==> src/rtl/pwm_duty_decoder_if.sv <==
// pwm_duty_decoder_if: PWM link bundle; master drives Pulse_In, slave returns Duty_Out/Duty_Valid/Locked/Err
interface pwm_duty_decoder_if #(parameter int WIDTH = 6);
  logic             Pulse_In;
  logic [WIDTH-1:0] Duty_Out;
  logic             Duty_Valid;
  logic             Locked;
  logic             Err;
  modport master (output Pulse_In, input Duty_Out, Duty_Valid, Locked, Err);
  modport slave  (input Pulse_In, output Duty_Out, Duty_Valid, Locked, Err);
endinterface

==> src/rtl/pwm_duty_decoder.sv <==
// pwm_duty_decoder: recovers per-frame duty words from a PWM stream and tracks 2^WIDTH frame alignment
// Ports: sysclk/reset (sync, active-high); bus.Pulse_In async PWM in; bus.Duty_Out/Duty_Valid recovered
// duty + one-cycle strobe; bus.Locked frame alignment held; bus.Err one-cycle strobe on a misaligned rise.
module pwm_duty_decoder #(
  parameter int WIDTH       = 6,
  parameter int SYNC_STAGES = 2,
  parameter int LOCK_FRAMES = 2
) (
  input logic              sysclk,
  input logic              reset,
  pwm_duty_decoder_if.slave bus
);
  localparam int LW = $clog2(LOCK_FRAMES + 1);
  localparam logic [WIDTH:0]  FULL     = {1'b1, {WIDTH{1'b0}}};
  localparam logic [WIDTH:0]  ONE      = {{WIDTH{1'b0}}, 1'b1};
  localparam logic [LW-1:0]   LOCK_MAX = LW'(LOCK_FRAMES);
  logic [SYNC_STAGES-1:0] sync;
  logic                   prev;
  logic [WIDTH-1:0]       phase;
  logic [WIDTH:0]         high_cnt;
  logic                   seen_rise;
  logic                   has_ref;
  logic [LW-1:0]          lock_cnt;
  logic                   s, rise, fall, boundary, zero_frame, stuck;
  logic [LW-1:0]          lock_nxt;
  always_comb begin
    s          = sync[SYNC_STAGES-1];
    rise       = s & ~prev;
    fall       = ~s & prev;
    boundary   = &phase;
    // a frame with no pulse at all still reports duty 0 once per period
    zero_frame = boundary & ~rise & ~seen_rise & ~s;
    // a stream stuck high reports full-scale once per period
    stuck      = boundary & s & (high_cnt == FULL);
    lock_nxt   = (lock_cnt == LOCK_MAX) ? lock_cnt : lock_cnt + 1'b1;
  end
  always_ff @(posedge sysclk) begin
    if (reset) begin
      sync           <= '0;
      prev           <= 1'b0;
      phase          <= '0;
      high_cnt       <= '0;
      seen_rise      <= 1'b0;
      has_ref        <= 1'b0;
      lock_cnt       <= '0;
      bus.Duty_Out   <= '0;
      bus.Duty_Valid <= 1'b0;
      bus.Locked     <= 1'b0;
      bus.Err        <= 1'b0;
    end else begin
      sync           <= {sync[SYNC_STAGES-2:0], bus.Pulse_In};
      prev           <= s;
      phase          <= rise ? '0 : phase + 1'b1;
      high_cnt       <= rise ? ONE : (s && high_cnt != FULL) ? high_cnt + 1'b1 : high_cnt;
      seen_rise      <= boundary ? rise : (seen_rise | rise);
      bus.Duty_Valid <= fall | zero_frame | stuck;
      bus.Duty_Out   <= fall ? ((high_cnt == FULL) ? '1 : high_cnt[WIDTH-1:0]) :
                        zero_frame ? '0 : stuck ? '1 : bus.Duty_Out;
      // the first rise after reset only establishes the phase reference
      bus.Err        <= rise & has_ref & ~boundary;
      if (rise) begin
        has_ref <= 1'b1;
        if (has_ref) begin
          lock_cnt   <= boundary ? lock_nxt : '0;
          bus.Locked <= boundary & (lock_nxt == LOCK_MAX);
        end
      end
    end
  end
endmodule

==> src/flat_wrapper.sv <==
// flat-port wrapper written by rule: the top's interface ports become plain ports
module pwm_duty_decoder_flat 
#(
  parameter int WIDTH       = 6,
  parameter int SYNC_STAGES = 2,
  parameter int LOCK_FRAMES = 2
)
  (sysclk, reset, bus_Pulse_In, bus_Duty_Out, bus_Duty_Valid, bus_Locked, bus_Err);
  pwm_duty_decoder_if #(.WIDTH(WIDTH)) bus_i ();
  input logic sysclk;
  input logic reset;
  input wire logic [$bits(bus_i.Pulse_In)-1:0] bus_Pulse_In;
  output wire logic [$bits(bus_i.Duty_Out)-1:0] bus_Duty_Out;
  output wire logic [$bits(bus_i.Duty_Valid)-1:0] bus_Duty_Valid;
  output wire logic [$bits(bus_i.Locked)-1:0] bus_Locked;
  output wire logic [$bits(bus_i.Err)-1:0] bus_Err;
  assign bus_i.Pulse_In = bus_Pulse_In;
  assign bus_Duty_Out = bus_i.Duty_Out;
  assign bus_Duty_Valid = bus_i.Duty_Valid;
  assign bus_Locked = bus_i.Locked;
  assign bus_Err = bus_i.Err;
  pwm_duty_decoder #(.WIDTH(WIDTH), .SYNC_STAGES(SYNC_STAGES), .LOCK_FRAMES(LOCK_FRAMES)) u_core (.sysclk(sysclk), .reset(reset), .bus(bus_i));
endmodule
==> config.mk <==
export PLATFORM = sky130hd
export DESIGN_NAME = pwm_duty_decoder_flat
export DESIGN_NICKNAME = d
export VERILOG_FILES = /design/src/rtl/pwm_duty_decoder_if.sv /design/src/rtl/pwm_duty_decoder.sv /design/src/flat_wrapper.sv
export SDC_FILE = /design/constraint.sdc
export NUM_CORES = 1
export LEC_CHECK = 0
export ABC_CLOCK_PERIOD_IN_PS = 1860
export BUFFER_PORTS_ARGS = -buffer_cell sky130_fd_sc_hd__buf_4
export CORE_ASPECT_RATIO = 1.75
export CORE_MARGIN = 2
export CORE_UTILIZATION = 45
export DETAILED_ROUTE_END_ITERATION = 8
export GPL_ROUTABILITY_DRIVEN = 0
export PLACE_DENSITY = 0.76
export SLEW_MARGIN = 20
export SYNTH_ARGS = -nofsm -noshare
export SYNTH_HDL_FRONTEND = slang
export SYNTH_SLANG_ARGS = --single-unit
==> constraint.sdc <==
create_clock -name sysclk -period 1.86 [get_ports sysclk]
set_clock_uncertainty 0.05 [all_clocks]
set_input_delay 0.093 -clock sysclk [delete_from_list [all_inputs] [get_ports sysclk]]
set_output_delay 0.093 -clock sysclk [all_outputs]
set_load 0.005 [all_outputs]
# ---- Word-level counts from Yosys, hierarchy flattened
# Index checks and enable logic that the tools add are counted.
dict set report word_totals {
  elab_cells 52
  register_bits 29
  inputBits 3
}
dict set report op_classes {
  reduce_logical 6
  bitwise 18
  addsub 3
  n_eq_ne 4
  n_mux 9
}
# cell n
set op_table {}
lappend op_table {{two-way mux 6 bit} 4}
lappend op_table {{bitwise AND 1 bit} 10}
lappend op_table {{adder 7 x 1 -> 7 bit, second input constant} 1}
lappend op_table {{equality test 7 bit, second input constant} 1}
lappend op_table {{inequality test 7 bit, second input constant} 1}
lappend op_table {{adder 6 x 1 -> 6 bit, second input constant} 1}
lappend op_table {{AND reduction 6 bit} 1}
lappend op_table {{NOT 1 bit} 5}
lappend op_table {{equality test 2 bit, second input constant} 2}
lappend op_table {{two-way mux 2 bit} 2}
lappend op_table {{two-way mux 1 bit} 3}
lappend op_table {{bitwise OR 1 bit} 3}
lappend op_table {{nonzero test 3 bit} 1}
lappend op_table {{adder 2 x 1 -> 2 bit, second input constant} 1}
lappend op_table {{AND reduction 2 bit} 1}
lappend op_table {{nonzero test 2 bit} 1}
lappend op_table {{OR reduction 2 bit} 1}
lappend op_table {{logical AND 1 bit} 1}

# ---- Longest topological paths before layout
# Gate-level depths: netlist of the first run.
dict set report logic_depth {
  ltp_word 8
  ltp_mapped 6
  depth_no_buf 6
}

# ---- Worst setup path after synthesis of the first run
# OpenSTA, ideal clock, no wires.
dict set report synth_path {
  path_type {flip-flop to flip-flop}
  start {register u_core.phase[0]}
  end {register u_core.bus.Duty_Out[2]}
  arrival_time_ns 1.404
  setup_ns 0.119
  stages_incl_launch_ff 6
  required_ns 1.691
  n_path_buf 0
  path_slack_ns 0.287
  path_cell_list {dfxtp_1 -> ha_1 -> and3_2 -> a41oi_1 -> o31ai_4 -> o221a_1}
}
dict set report synth_via {
  elab_chain_cells 6
  elab_cells_between_ends 9
  classes_between {2 x mux; 5 x bitwise; 2 x reduce/logical}
}
# element line_no
set synth_rtl {}
lappend synth_rtl {{start: declaration} pwm_duty_decoder.sv:19} ;# logic [WIDTH-1:0] phase;
lappend synth_rtl {{start signal: assignment} pwm_duty_decoder.sv:53} ;# phase <= rise ? '0 : phase + 1'b1;
lappend synth_rtl {{AND reduction 6 bit *} pwm_duty_decoder.sv:30} ;# boundary = &phase;
lappend synth_rtl {{bitwise AND 1 bit (3 in a row)} pwm_duty_decoder.sv:32} ;# zero_frame = boundary & ~rise & ~seen_rise & ~s;
lappend synth_rtl {{two-way mux 6 bit} pwm_duty_decoder.sv:58} ;# zero_frame ? '0 : stuck ? '1 : bus.Duty_Out;
lappend synth_rtl {{two-way mux 6 bit} pwm_duty_decoder.sv:57} ;# bus.Duty_Out <= fall ? ((high_cnt == FULL) ? '1 : high_cnt[WIDTH-1:0]) :
lappend synth_rtl {{end signal: assignment} pwm_duty_decoder.sv:57}
lappend synth_rtl {{end: declaration} pwm_duty_decoder_if.sv:9} ;# modport slave (input Pulse_In, output Duty_Out, Duty_Valid, Locked, Err);
# Mark *: on every way between the ends. The rest lies on a longest branch, timed or not.
# A chain may end at the register's enable or synchronous reset.

# ---- Worst setup path after layout of the first run
dict set report layout_path {
  start {register u_core.phase[0]}
  end {register u_core.bus.Duty_Out[5]}
}
# Same word-level chain as after synthesis.

==> results by group, run 1 <==
Global routing
  • Largest net degree at the start of global routing: 17
  • First-pass GRT wire length: 3581 um
  • Global-route usage over all layers: roughly 16%
  • Global route overflow: 0
  • Initial antenna violation count: 0
  • Number of global-route vias before repair: 858

Power and ir drop
  • Clock network power share: ~41%
  • Design Power: 1.161 mW
  • Sw frac: 19.49%
  • Sequential Power Share: 54.0%
  • Max rail drop VDD: 0.0005233 V
  • Logic pwr share: about 5.4%
  • Cell-internal power: 0.9345 mW
  • Pleak: 0.5040 nW
  • NetSw: 0.2262 mW
  • Pwr/cell area: ~870 nW/um2

Clocking
  • Total CTS buffers: 3
  • Worst-Skew Late Latency: 0.28 ns
  • Root buf cell: clkbuf_8
  • CTS max path bufs: 2
  • Clk pin slew, worst setup/hold paths: 0.09 ns
  • H-tree Lvls: 1
  • Clk sinks: 28
  • CTS tree: done
  • Resized cells post-CTS: 0
  • Hold buffers post-CTS: 1
  • Setup Buffers After CTS: 0

Hold path
  • Hold Path Class: primary input to register

Synthesis
  • Synth Area in Simple Gates: a little over a fifth
  • Mean post-synth cell area: 9.803 um2
  • YS warnings: 0
  • Cells after Synth: 115
  • Primary FF master, synth: dfxtp_1
  • Ys async rst share: 0%
  • Largest family of logic cells by synthesized area: simple AND/OR/NAND/NOR gates
  • Synth cell types: 30
  • Yosys top cell by area: dfxtp_1
  • Mux cell area share after synthesis: 0%
  • Synth Area in XOR/XNOR: just under 4%
  • Mapped Area: 1127 um2
  • Post-synth top area share: 49.72%
  • Synth top area cells: dfxtp_1, o221a_1, ha_1, a21oi_1, nor2_1
  • Yosys reg bits: 28
  • Post-synthesis sequential area ratio: around 50%
  • Adder-cell area share of the yosys netlist: approximately 4.4%
  • Syn Nets: 122
  • Post-synth EDFFs: 0
  • Post-synthesis compound-gate area fraction: 17.54%

Floorplan
  • Die X-Extent: 41.84 um
  • Die area: between 2000 and 3000 um2
  • CORE AREA: 2432 um2
  • # rows: 24
  • Starting density of the core: 46.35%
  • Die Ht: between 70 and 80 um
  • I/O pins: 12

Setup path
  • Crit-path slowest cell: a21oi_1
  • Slowest stage delay, CP: 0.36 ns
  • Critical path buffers and inverters: 0
  • Worst Path Arrival: 1.93 ns
  • CP startpoint kind: register
  • CP top delay family: compound AO/OA/AOI/OAI gates
  • Kind of critical path: register to register
  • CP max FO: 6
  • Worst Setup End Kind: register
  • Critical path cell sequence: ha_1, and3_2, and3_1, a21oi_1, o221a_1
  • Worst Path Required: slightly above 2 ns

Detailed routing
  • Wirelength per Cell: approximately 13 um
  • Final wirelength: approximately 2100 um
  • DR DRC count: 0
  • First drt pass iteration count: 4
  • Via count: 863
  • Vias per cell: between 5 and 6
  • Initial drt markers: 26
  • Routed Antenna Nets: 0

Cells and area
  • Ant diodes: 0
  • Nets: 139
  • Most common library cell in the layout ignoring fill and taps: dfxtp_1
  • Final Util: 54.68%
  • Layout overhead on the synthesized area: 17.98%
  • Most frequent cells in the layout: dfxtp_1, buf_4, nor2_1, nand2_1, a21oi_1
  • Layout cell share with drive strength beyond 1: 17.56%

STA
  • Max frequency: 0.5702 GHz
  • TNS Setup: 0 ns
  • RSZ-0062 raised after global routing: no
  • Hold Slack: approximately 0.0095 ns
  • Crit path time final: ~1.8 ns
  • Worst slew margin: 72.22%
  • Final setup vio count: 0
  • Max Slew Vio Count: 0
  • Tcrit/Tclk final: 94.28%
  • Worst-Margin Slew: 0.4168 ns
  • Hold Fails Final Rpt: 0

Place
  • HPWL Detailed: about 1600 um
  • Port Buf Inserts: 11

Flow run
  • Max capacitance violation total: 0

Outcome
  • Outcome: finished, final reports clean
-- per-layer routing --
layer  vias to the layer above  track usage [%]  routed length [um]
met4                         0            9.677                  56
met5                         -                0                   0
met3                         5            2.584                  44
met1                       408            14.89                 754
met2                        11            30.90                1251
li1                        439                -                   -
-- power groups by stage --
stage	Combinational, mW	Clock, mW	Sequential [mW]
after floorplan	0.0405	0	0.639
after global placement	0.0601	0	0.641
after detailed placement	0.0617	0	0.641
after CTS	0.0635	0.481	0.627
after global routing	0.0703	0.503	0.629
final	0.0623	0.471	0.627
-- through the flow --
step | area [um2] | setup slack, ns | std cells
2_1_floorplan | 1127 | 0.2870 | 115
3_3_place_gp | 1249 | 0.2106 | 152
5_1_grt | 1330 | 0.01123 | 157
4_1_cts | 1330 | 0.1016 | 157
3_5_place_dp | 1249 | 0.1252 | 152
6_report | 1330 | 0.1064 | 157
-- cell usage after synthesis, types with 2 or more instances --
cell type and n:
dfxtp_1 28, nor2_1 12, a21oi_1 9, nand2_1 9, inv_1 6, o221a_1 6
nor2b_1 5, ha_1 4, nand4_1 4, nand3_1 3, o21ai_0 3, or3_1 3
xor2_1 3, a41oi_1 2, nor3_1 2, xnor2_1 2
-- registers in the layout, summed over array words and instances, names as in the netlist --
name and count:
u_core.bus.Duty_Out 6, u_core.bus.Duty_Valid 1, u_core.bus.Err 1, u_core.has_ref 1, u_core.high_cnt 7, u_core.lock_cnt 2
u_core.phase 6, u_core.prev 1, u_core.seen_rise 1, u_core.sync 2
-- kinds of logic (layout without fill, tap and decap cells) --
| group | count (synthesis) | count (layout) |
|---|---|---|
| simple gates | 44 | 44 |
| compound gates | 25 | 25 |
| buf+inv | 9 | 25 |
| fa+ha+maj | 4 | 4 |
| xor+xnor | 5 | 5 |
| flops | 28 | 28 |
-- path summary, 6_finish.rpt --
kind	from	end	slack (ns)	depth (start not counted)
hold reg to reg	u_core.sync[0]	u_core.sync[1]	0.40	1
setup / recovery	u_core.phase[0]	u_core.bus.Duty_Out[5]	0.11	5
hold / removal	reset	u_core.prev	0.01	2
setup reg to reg	u_core.phase[0]	u_core.bus.Duty_Out[5]	0.11	5
-- layout make-up --
type	instances	area, um2
Fill cell	215	1102
Inverter	6	22.52
Clock inverter	1	30.03
Timing Repair Buffer	15	115.1
Tap cell	26	32.53
Clock buffer	3	41.29
Multi-Input combinational cell	78	528.0
Sequential cell	28	560.5
Power figures use the tool's default switching activity.
==> run 2, diff against run 1 <==
--- a/config.mk
+++ b/config.mk
@@ -9,10 +9,10 @@
 export BUFFER_PORTS_ARGS = -buffer_cell sky130_fd_sc_hd__buf_4
 export CORE_ASPECT_RATIO = 1.75
 export CORE_MARGIN = 2
-export CORE_UTILIZATION = 45
+export CORE_UTILIZATION = 42
 export DETAILED_ROUTE_END_ITERATION = 8
 export GPL_ROUTABILITY_DRIVEN = 0
-export PLACE_DENSITY = 0.76
+export PLACE_DENSITY = 0.72
 export SLEW_MARGIN = 20
 export SYNTH_ARGS = -nofsm -noshare
 export SYNTH_HDL_FRONTEND = slang
==> run 2 against run 1 <==
Effect of this change: routed wire length is 2.4% higher; die area up 6.6%; critical path type unchanged; core utilization fell by 3.1 points; non-clock buffer count did not move; count of clock-buffer cells in the layout unchanged; cell area fell by 2.3%.
==> results by group, run 2 (synthesized netlist as in run 1, its figures left out) <==
Setup path
  • CP startpoint kind: register
  • Worst Setup End Kind: register
  • Slowest stage delay, CP: 0.36 ns (about the same)
  • Kind of critical path: register to register
  • R2R Setup Slk: 0.11 ns (about the same)
  • CP max FO: 6 (unchanged)
  • Critical path cell sequence: ha_1, and3_2, and3_1, a21oi_1, o221a_1
  • CP top delay family: compound AO/OA/AOI/OAI gates
  • Critical path buffers and inverters: 0 (unchanged)
  • FF-to-FF Start: u_core.phase[0]
  • Worst Path Arrival: 1.91 ns (-0.02 ns)
  • FF-to-FF End: u_core.bus.Duty_Out[2]
  • Reg2Reg Depth: 5 (unchanged)
  • Crit-path slowest cell: a21oi_1
  • Worst Path Required: 2.02 ns (about the same)

Power and ir drop
  • Sw frac: 21.18% (+1.7 points)
  • Clock network power share: 31.2% (-9.4 points)
  • Pwr/cell area: 772.3 nW/um2 (-12%)
  • Max rail drop VDD: 0.0004835 V (-7.6%)
  • Logic pwr share: 6.3% (+0.9 points)
  • NetSw: 0.2126 mW (-6.0%)
  • Sequential Power Share: 62.4% (+8.4 points)
  • Pleak: 0.4899 nW (-2.8%)
  • Cell-internal power: 0.7913 mW (-15%)
  • Design Power: 1.004 mW (-14%)

Clocking
  • Clk sinks: 28 (unchanged)
  • CTS tree: done
  • H-tree Lvls: 1 (unchanged)
  • Hold buffers post-CTS: 1 (unchanged)
  • Worst-Skew Late Latency: 0.27 ns (about the same)
  • Total CTS buffers: 3 (unchanged)
  • Resized cells post-CTS: 0 (unchanged)
  • CTS max path bufs: 2 (unchanged)
  • Root buf cell: clkbuf_8
  • Setup Buffers After CTS: 0 (unchanged)
  • Clk pin slew, worst setup/hold paths: 0.09 ns (about the same)

Cells and area
  • Final Util: 51.54% (-3.1 points)
  • Layout overhead on the synthesized area: 15.32%
  • Most common library cell in the layout ignoring fill and taps: dfxtp_1
  • Max reg flops: 7 (unchanged)
  • Leading registers by flop count: u_core.high_cnt (7), u_core.bus.Duty_Out (6), u_core.phase (6)
  • Layout cell share with drive strength beyond 1: 16.92% (-0.63 points)
  • Biggest register: u_core.high_cnt
  • Post-route design area: 1300 um2 (-2.3%)
  • Ant diodes: 0 (unchanged)
  • Most frequent cells in the layout: dfxtp_1, buf_4, nor2_1, nand2_1, a21oi_1
  • Nets: 139 (unchanged)

Hold path
  • Hold Path Class: primary input to register
  • Hold Path End: u_core.prev
  • Worst Hold Launch: reset
  • Hold depth: 2 (unchanged)

STA
  • Worst-Margin Slew: 0.4185 ns (+0.001724 ns)
  • Final setup vio count: 0 (unchanged)
  • Max frequency: 0.5719 GHz (+0.29%)
  • Crit path time final: 1.749 ns (-0.004999 ns)
  • RSZ-0062 raised after global routing: no
  • Hold Fails Final Rpt: 0 (unchanged)
  • Hold Slack: 0.02355 ns (+0.01404 ns)
  • Worst slew margin: 72.10% (-0.11 points)
  • TNS Setup: 0 ns (unchanged)
  • Max Slew Vio Count: 0 (unchanged)
  • Tcrit/Tclk final: 94.01% (-0.27 points)

Detailed routing
  • Via count: 863 (unchanged)
  • Final wirelength: 2157 um (+2.4%)
  • Initial drt markers: 12 (-54%)
  • Wirelength per Cell: 13.83 um (+3.0%)
  • Vias per cell: 5.532 (+0.64%)
  • DR DRC count: 0 (unchanged)
  • First drt pass iteration count: 5 (+1)
  • Routed Antenna Nets: 0 (unchanged)

Floorplan
  • Starting density of the core: 44.69% (-1.7 points)
  • Die area: 3131 um2 (+6.6%)
  • # rows: 24 (unchanged)
  • CORE AREA: 2522 um2 (+3.7%)
  • Die Ht: 72.54 um (+3.3%)
  • Die X-Extent: 43.17 um (+3.2%)
  • I/O pins: 12 (unchanged)

Outcome
  • Outcome: finished, final reports clean

Global routing
  • First-pass GRT wire length: 3553 um (-0.78%)
  • Number of global-route vias before repair: 827 (-3.6%)
  • Largest net degree at the start of global routing: 15 (-2)
  • Initial antenna violation count: 0 (unchanged)
  • Global-route usage over all layers: 15.05% (-1.0 points)
  • Global route overflow: 0 (unchanged)

Place
  • Instance area at placement: 1249 um2 (unchanged)
  • HPWL Detailed: 1649 um (about the same)
  • Port Buf Inserts: 11 (unchanged)

Flow run
  • Max capacitance violation total: 0 (unchanged)
-- run 2: cell types whose count changed in the layout (fill, tap and decap cells not counted) --
cell,delta
bufinv_16,-1
-- run 2: stage by stage --
stage | setup WS [ns] | instances
after floorplan | 0.2870 | 115
after global placement | 0.1985 | 152
after detailed placement | 0.1604 | 152
after CTS | 0.1154 | 156
after global routing | 0.01824 | 156
final | 0.1114 | 156
-- run 2: worst max-delay path by stage --
stage	startpoint	end	slack [ns]	depth (start not counted)
finish	u_core.phase[0]	u_core.bus.Duty_Out[2]	0.11	5
global route	u_core.phase[0]	u_core.bus.Duty_Out[3]	0.02	5
CTS	u_core.phase[0]	u_core.bus.Duty_Out[0]	0.12	5
detailed placement	u_core.phase[0]	u_core.bus.Duty_Out[0]	0.16	5
global placement	u_core.phase[0]	u_core.bus.Duty_Out[3]	0.20	5
floorplan	u_core.phase[0]	u_core.bus.Duty_Out[2]	0.29	5
-- run 2: worst reg2reg max path, cell delays in order (launching register included) --
cell and delay, ns:
dfxtp_1 0.34, ha_1 0.22, and3_2 0.25, and3_1 0.23
a21oi_1 0.36, o221a_1 0.25
-- run 2: power groups by stage --
stage                     Clock [mW]  Combinational [mW]  Sequential [mW]
after global routing           0.356              0.0727            0.629
after global placement             0              0.0609            0.640
after CTS                      0.325              0.0649            0.627
after detailed placement           0              0.0631            0.641
after floorplan                    0              0.0405            0.639
final                          0.314              0.0637            0.627
-- run 2: metal layers --
metal | vias up | GRT usage, % | routed length (um)
li1 | 434 | - | -
met1 | 410 | 16.33 | 866
met2 | 14 | 27.20 | 1196
met3 | 5 | 2.488 | 54
met4 | 0 | 7.407 | 40
met5 | - | 0 | 0
-- run 2: area by class of cell --
cell class	instances	area [um2]
timing repair buffer	15	115.1
fill	252	1222
multi-input combinational	78	528.0
tap	26	32.53
clock buffer	3	41.29
inverter	6	22.52
sequential	28	560.5
